===== src/rtl/retire_freelist_pkg.sv =====
// Shared types for the retire-side free list: physical register index and retired ROB row.
package retire_freelist_pkg;
   localparam int NUM_PREGS = 64;
   localparam int NUM_AREGS = 32;
   localparam int FL_DEPTH  = NUM_PREGS - NUM_AREGS;
   localparam int PREG_W    = $clog2(NUM_PREGS);
   localparam int PTR_W     = $clog2(FL_DEPTH);
   localparam int CNT_W     = $clog2(FL_DEPTH + 1);

   typedef logic [PREG_W-1:0] preg_t;

   typedef struct packed {
      logic  valid;
      logic  complete;
      logic  RegWrite;
      logic  MemWrite;
      preg_t OldPRegAddrDst;
   } rob_row_struct;
endpackage


===== src/rtl/freelist_fifo.sv =====
// 2-wide push / 2-wide pop circular free list of physical registers.
// Pushes beyond capacity are dropped and latch a sticky overflow flag.
module freelist_fifo
   import retire_freelist_pkg::*;
(
   input  logic             clk,
   input  logic             rst,
   input  logic [1:0]       push_vld,
   input  preg_t [1:0]      push_preg,
   input  logic [1:0]       pop_num,
   output logic [CNT_W-1:0] count,
   output preg_t [1:0]      head_preg,
   output logic             overflow
);
   localparam int CW1 = CNT_W + 1;

   preg_t            fl_q [FL_DEPTH];
   preg_t            fl_d [FL_DEPTH];
   logic [PTR_W-1:0] head_q, head_d;
   logic [PTR_W-1:0] tail_q, tail_d;
   logic [CNT_W-1:0] count_q, count_d;
   logic             overflow_q, overflow_d;
   logic [CW1-1:0]   room_base;
   logic             accept0, accept1;
   logic [1:0]       n_push;

   // Capacity is judged after this cycle's pops; pops never exceed count.
   always_comb begin
      fl_d       = fl_q;
      room_base  = {1'b0, count_q} - CW1'(pop_num);
      accept0    = push_vld[0] && (room_base < CW1'(FL_DEPTH));
      accept1    = push_vld[1] && ((room_base + CW1'(accept0)) < CW1'(FL_DEPTH));
      n_push     = {1'b0, accept0} + {1'b0, accept1};
      if (accept0) fl_d[tail_q] = push_preg[0];
      if (accept1) fl_d[tail_q + PTR_W'(accept0)] = push_preg[1];
      tail_d     = tail_q + PTR_W'(n_push);
      head_d     = head_q + PTR_W'(pop_num);
      count_d    = CNT_W'(room_base + CW1'(n_push));
      overflow_d = overflow_q | (push_vld[0] & ~accept0) | (push_vld[1] & ~accept1);
   end

   always_ff @(posedge clk or posedge rst) begin
      if (rst) begin
         for (int i = 0; i < FL_DEPTH; i++) fl_q[i] <= preg_t'(NUM_AREGS + i);
         head_q     <= '0;
         tail_q     <= '0;
         count_q    <= CNT_W'(FL_DEPTH);
         overflow_q <= 1'b0;
      end else begin
         fl_q       <= fl_d;
         head_q     <= head_d;
         tail_q     <= tail_d;
         count_q    <= count_d;
         overflow_q <= overflow_d;
      end
   end

   assign count        = count_q;
   assign head_preg[0] = fl_q[head_q];
   assign head_preg[1] = fl_q[head_q + PTR_W'(1)];
   assign overflow     = overflow_q;
endmodule


===== src/rtl/retire_freelist.sv =====
// Retire-side consumer closing the physical register loop: frees superseded pregs, grants them to rename.
// Define RETIRE_STATS_EN to build the commit/store counters; otherwise both counter ports read 0.
module retire_freelist
   import retire_freelist_pkg::*;
(
   input  logic          i_clk,
   input  logic          i_rst,
   input  rob_row_struct i_retire_rows [0:1],
   input  logic          i_alloc_req   [0:1],
   output logic          o_alloc_valid [0:1],
   output preg_t         o_alloc_preg  [0:1],
   output logic [5:0]    o_free_count,
   output logic          o_overflow,
   output logic [31:0]   o_commit_count,
   output logic [31:0]   o_store_count
);
   logic [1:0]       retiring;
   logic [1:0]       push_vld;
   logic [1:0]       store;
   preg_t [1:0]      push_preg;
   preg_t [1:0]      head_preg;
   logic [CNT_W-1:0] count;
   logic             grant0, grant1;
   logic [1:0]       pop_num;

   // preg 0 is the permanent x0 mapping and must never re-enter the list.
   always_comb begin
      retiring  = '0;
      push_vld  = '0;
      store     = '0;
      push_preg = '0;
      for (int s = 0; s < 2; s++) begin
         retiring[s]  = i_retire_rows[s].valid && i_retire_rows[s].complete;
         push_vld[s]  = retiring[s] && i_retire_rows[s].RegWrite &&
                        (i_retire_rows[s].OldPRegAddrDst != '0);
         store[s]     = retiring[s] && i_retire_rows[s].MemWrite;
         push_preg[s] = i_retire_rows[s].OldPRegAddrDst;
      end
   end

   freelist_fifo u_fifo (
      .clk       (i_clk),
      .rst       (i_rst),
      .push_vld  (push_vld),
      .push_preg (push_preg),
      .pop_num   (pop_num),
      .count     (count),
      .head_preg (head_preg),
      .overflow  (o_overflow)
   );

   // Grants use registered state only, so a same-cycle push cannot be granted.
   always_comb begin
      grant0           = i_alloc_req[0] && (count != '0);
      grant1           = i_alloc_req[1] && (count > CNT_W'(grant0));
      pop_num          = {1'b0, grant0} + {1'b0, grant1};
      o_alloc_valid[0] = grant0;
      o_alloc_valid[1] = grant1;
      o_alloc_preg[0]  = head_preg[0];
      o_alloc_preg[1]  = grant0 ? head_preg[1] : head_preg[0];
   end

   assign o_free_count = count;

`ifdef RETIRE_STATS_EN
   logic [31:0] commit_q, commit_d;
   logic [31:0] store_q, store_d;

   always_comb begin
      commit_d = commit_q + 32'(retiring[0]) + 32'(retiring[1]);
      store_d  = store_q + 32'(store[0]) + 32'(store[1]);
   end

   always_ff @(posedge i_clk or posedge i_rst) begin
      if (i_rst) begin
         commit_q <= '0;
         store_q  <= '0;
      end else begin
         commit_q <= commit_d;
         store_q  <= store_d;
      end
   end

   assign o_commit_count = commit_q;
   assign o_store_count  = store_q;
`else
   logic unused_stats;
   assign unused_stats   = ^store;
   assign o_commit_count = '0;
   assign o_store_count  = '0;
`endif
endmodule


===== config.mk =====
export PLATFORM = sky130hd
export DESIGN_NAME = retire_freelist
export DESIGN_NICKNAME = d
export VERILOG_FILES = /design/src/rtl/retire_freelist_pkg.sv /design/src/rtl/freelist_fifo.sv /design/src/rtl/retire_freelist.sv
export SDC_FILE = /design/constraint.sdc
export NUM_CORES = 1
export LEC_CHECK = 0
export ABC_AREA = 1
export ABC_CLOCK_PERIOD_IN_PS = 8600
export CAP_MARGIN = 20
export CELL_PAD_IN_SITES_DETAIL_PLACEMENT = 2
export CELL_PAD_IN_SITES_GLOBAL_PLACEMENT = 2
export CORE_ASPECT_RATIO = 0.9
export CORE_MARGIN = 5
export CORE_UTILIZATION = 33
export DETAILED_ROUTE_END_ITERATION = 6
export GPL_TIMING_DRIVEN = 0
export PLACE_DENSITY = 0.78
export SYNTH_ARGS = -nofsm -noshare
export SYNTH_HDL_FRONTEND = slang
export SYNTH_SLANG_ARGS = --single-unit

===== constraint.sdc =====
create_clock -name i_clk -period 8.6 [get_ports i_clk]
set_input_delay 1.29 -clock i_clk [delete_from_list [all_inputs] [get_ports i_clk]]
set_output_delay 1.29 -clock i_clk [all_outputs]
set_load 0.005 [all_outputs]

== Word-level counts from Yosys, hierarchy flattened ==
Cells that the tools add are included.

* Bits in registers: 209
* Output and inout port bits: 85

* Add/sub/neg operators: 9
* $lt $le $gt $ge: 9
* Muxes and demuxes: 15
* Bitwise operators: 10
* Reduce and logical (&&, ||, !) cells: 15

{| class="wikitable"
|+ Operators with widths
! operator !! number
|-
| $bwmux 192 || 2
|-
| $mux 192 || 2
|-
| $bmux 6 s5 || 2
|-
| $demux 6 s5 || 2
|-
| $mux 6 || 7
|-
| $ge 6x6->1 const B || 4
|-
| $not 5->6 || 4
|-
| $reduce_bool 6->1 || 3
|-
| $lt 7x6->1 const B || 2
|-
| $logic_and 1x1->1 || 12
|-
| $lt 6x1->1 const B || 2
|-
| $add 5x2->5 || 2
|-
| $add 7x1->7 || 1
|-
| $sub 6x2->7 || 1
|-
| $add 6x2->6 || 1
|-
| $gt 6x1->1 || 1
|-
| $add 5x1->5 || 1
|-
| $add 5x1->5 const B || 1
|-
| $add 1x1->2 || 2
|-
| $and 1x1->1 || 2
|-
| $not 1->1 || 2
|-
| $or 1x1->1 || 2
|}

== Depth between registers and ports, before layout ==
* Word-level depth: 16
* Depth in mapped cells: 30

== Hierarchy ==
Synthesis repeated with hierarchy kept, for this count alone.

* Cells, all modules: 3006
* Area, all modules: 17863.4 µm²

{| class="wikitable"
|+ By module, submodules not included
! module !! times used !! cells an instance !! area an instance (µm²) !! sequential area each (µm²)
|-
| freelist_fifo || 1 || 2894 || 17141.4 || 5371.4
|-
| retire_freelist || 1 || 112 || 721.9 || 0.0
|}

== Worst setup path after synthesis ==
No wires, ideal clock.

* Kind: input -> register
* From: input i_alloc_req[1] (netlist bit)
* To: register u_fifo.fl_q[102] (netlist bit)
* Library setup time: 113 ps
* Arrival: 5543 ps
* Path slack: 2943 ps
* Cell stages on the path: 24
* Buffers on the path: 4
* Cell sequence: o21ai_1 > inv_1 > ha_1 > o21ai_0 > o21a_1 > ha_1 > ha_1 > inv_1 > fa_1 > inv_1 > nand4_1 > nand3_2 > nor2_4 > buf_4 > buf_2 > ha_1 > ha_1 > inv_1 > nor2_1 > clkbuf_1 > clkbuf_1 > nand4_1 > nand2_1 > inv_1

{| class="wikitable"
|+ RTL lines
! element !! RTL line !! source
|-
| start, declared || retire_freelist.sv:9 || <nowiki>input logic i_alloc_req [0:1],</nowiki>
|-
| end signal, assigned || freelist_fifo.sv:50 || <nowiki>fl_q <= fl_d;</nowiki>
|-
| end, declared || freelist_fifo.sv:17 || <nowiki>preg_t fl_q [FL_DEPTH];</nowiki>
|}

==> impl_metrics.toml <==
[yosys]
synthSimpleGateAreaFrac = 0.370
yosys_warnings = 0
netlist_instances = 3347
yosysSeqAreaShare = 0.274
synthArstFlopShare = 1.00
yosys.area_share.xor_xnor = 0.00899
syn_area_per_cell_um2 = 5.86
synth_top_family_by_area = "simple AND/OR/NAND/NOR gates"
synth_compound_area_frac = 0.154
ys_ff_latch = 209
synth_cell_type_count = 35
ys_dominant_reg_cell = "dfstp_2"
synth.area.mux_share = 0
synth_area_mm2 = 0.0196
synth_edf_count = 0
synth_adder_area_share = 0.0116

[clocking]
cts-root-buf = "clkbuf_16"
path_clk_slew_ns = 0.06
cts_buffer_depth = 3
postCtsHoldBufs = 0
clk_latency_ns = 0.61
cts_tree = "done"
cts_buffers = 30
cts_setup_buffers = 0
numClockSinks = 209
post_cts_resized = 0
h-tree-depth = 1

[placement]
portBuffers = 36
place_inst = 4230
dpl.hpwl_um = 89800
place.gp.congestion = 1.01
place_area_mm2 = 0.0214

[critical_path]
cp_slowest_cell = "nand4_1"
cp-start-kind = "primary input"
max_stage_delay_ns = 0.80
worstSetupPathType = "primary input to flip-flop"
arrival_ns = 8.21
cp_max_fo = 12
required_ns = 9.11
crit_path_end_kind = "flip-flop"

[sta]
relSlewSlack = 0.252
hold_violations = 0
fmax_mhz = 130
finalMaxSlewViolations = 0
whs_ns = 0.513
finalCritPeriodShare = 0.895
worstMarginPinSlew_ns = 1.12
min_period_ns = 7.70
clock_skew_ns = 0.0155
setup_violations = 0
rsz0062_at_grt = "no"
final.setup.tns_ns = 0

[pwr]
switchingPower_uw = 5540
pwr-share-comb = 0.653
p_int_uw = 3930
p_sw_frac = 0.585
pwr-share-seq = 0.210
power.total_uw = 9480
p_leak_uw = 0.0118
ir_drop_v = 0.000207
power.density_mw_per_mm2 = 424
p_clk_frac = 0.137

[routing]
wire_per_inst_um = 27.7
route.met2.wl_um = 52600
ant_nets = 0
drtPass1Iterations = 5
highest_layer = "met4"
drc = 0
totalWireLength_um = 119000
dr_total_vias = 24500
wl_met3_um = 8730
initialDrtViolationCount = 2011
wl_met1_um = 51900
viasPerCell = 5.71

[layout]
areaGrowthSynthToFinish_pct = 14.0
layout-drive-gt1-share = 0.104
layout.nets = 3530
final_design_area_no_fill_mm2 = 0.0224
fill_cells = 7438
stdcell_count = 4289

[floorplanning]
start_util = 0.334
die_area_mm2 = 0.0644
placementRows = 84
die-height_um = 241
pin_count = 109
die_w_um = 267
core_mm2 = 0.0586

[worst_hold_path]
hp-class = "flip-flop to flip-flop"

[global_routing]
grt_pass1_vias = 25600
grt_max_degree = 91
grt_overflow = 0
track_usage = 0.356
grt_pass1_wl_um = 171000
antenna_found_initial = 3

[run]
cap_violations = 0

[status]
status = "complete, no violations"
metrics by stage:
stage               setup WS [ns]  utilization
floorplan                    1.79            -
global placement            -2.52        0.361
detailed placement          0.571        0.364
CTS                          1.18        0.381
global route                0.719        0.381
finish                      0.902        0.381
registers in the layout, summed over array words and instances (netlist names):
| signal | count |
|---|---|
| u_fifo.fl_q | 192 |
| u_fifo.count | 6 |
| u_fifo.overflow | 1 |
| u_fifo.tail_q | 5 |
| u_fifo.head_q | 5 |
per-layer routing:
metal,vias up,track usage
met5,-,0
met2,934,0.572
met4,0,0.139
met3,238,0.0619
li1,10700,-
met1,12600,0.481
Yosys cell counts (4+ instances only):
cell type	instances	share of area
clkinv_1	4	0.00077
buf_4	75	0.029
inv_1	504	0.096
buf_6	8	0.0046
inv_2	8	0.0015
dfstp_2	113	0.15
o21ai_0	326	0.083
buf_2	85	0.022
clkbuf_1	131	0.025
o21ai_1	31	0.0079
nor2_1	39	0.0075
nor2_2	6	0.0019
o211ai_1	68	0.026
nand3_1	148	0.038
dfrtp_1	96	0.12
nand4_1	204	0.065
xor2_1	13	0.0058
nor2_4	8	0.0046
buf_1	13	0.0025
a21oi_1	142	0.036
nand2_1	1278	0.24
and2_1	9	0.0029
ha_1	15	0.0096
xnor2_1	4	0.0018
power groups by stage:
stage          sequential, uW  combinational (uW)  clock [uW]
2_1_floorplan            1740                3410           0
3_3_place_gp             1940                5630           0
3_5_place_dp             1970                5940           0
4_1_cts                  1960                6000        1320
5_1_grt                  2010                6540        1350
6_report                 1990                6190        1300
area by class of cell:
class                           count  area (um^2)  share of cell area
Clock buffer                       52          895              0.0400
Tap cell                          774          968              0.0433
Sequential cell                   209         5370               0.240
Inverter                          516         1940              0.0870
Clock inverter                      4         70.1             0.00313
Timing Repair Buffer               47          556              0.0248
Antenna cell                        2         5.00            0.000224
Multi-Input combinational cell   2373        10900               0.489
Buffer                            312         1620              0.0724
worst max-delay path, delay by kind of cell:
kind / cells / cell delay, ns
AOI/OAI and AO/OA: 4 / 0.85
adders and majority gates: 5 / 1.54
buffers and inverters: 6 / 1.85
and+or+nand+nor: 11 / 2.62
worst paths after layout:
kind                            slack (ns)            start  cells after the start          endpoint
worst max-delay path                  0.90   i_alloc_req[1]                     26  u_fifo.fl_q[104]
worst min-delay path                  0.51  u_fifo.overflow                      2   u_fifo.overflow
worst max register to register        1.16  u_fifo.count[4]                     27  u_fifo.fl_q[104]
worst min register to register        0.51  u_fifo.overflow                      2   u_fifo.overflow
max in group asynchronous             6.56            i_rst                      3   u_fifo.fl_q[51]
min in group asynchronous             1.11            i_rst                      2  u_fifo.fl_q[140]
logic make-up after synthesis:
family | Yosys count
AO/OA/AOI/OAI | 568
XOR/XNOR | 18
adder cells (fa/ha/maj) | 17
buffers and inverters | 828
flip-flops | 209
other | 1
AND/OR/NAND/NOR | 1706
cell usage in the layout, fill, tap and decap left out, types with 9 or more instances in the layout:
master              n
nor2_1             37
nand4_1           204
o21ai_1            31
a21oi_1           142
o21ai_0           326
clkbuf_1          148
conb_1             64
clkdlybuf4s50_1    36
buf_1              13
ha_1               15
dfstp_2           113
and2_1              9
nand3_1           148
buf_4              75
clkbuf_16          31
nand2_1          1278
inv_1             503
buf_2              85
buf_6              10
dfrtp_1            96
o211ai_1           68
xor2_1             13
(Power assumes the default switching activity.)
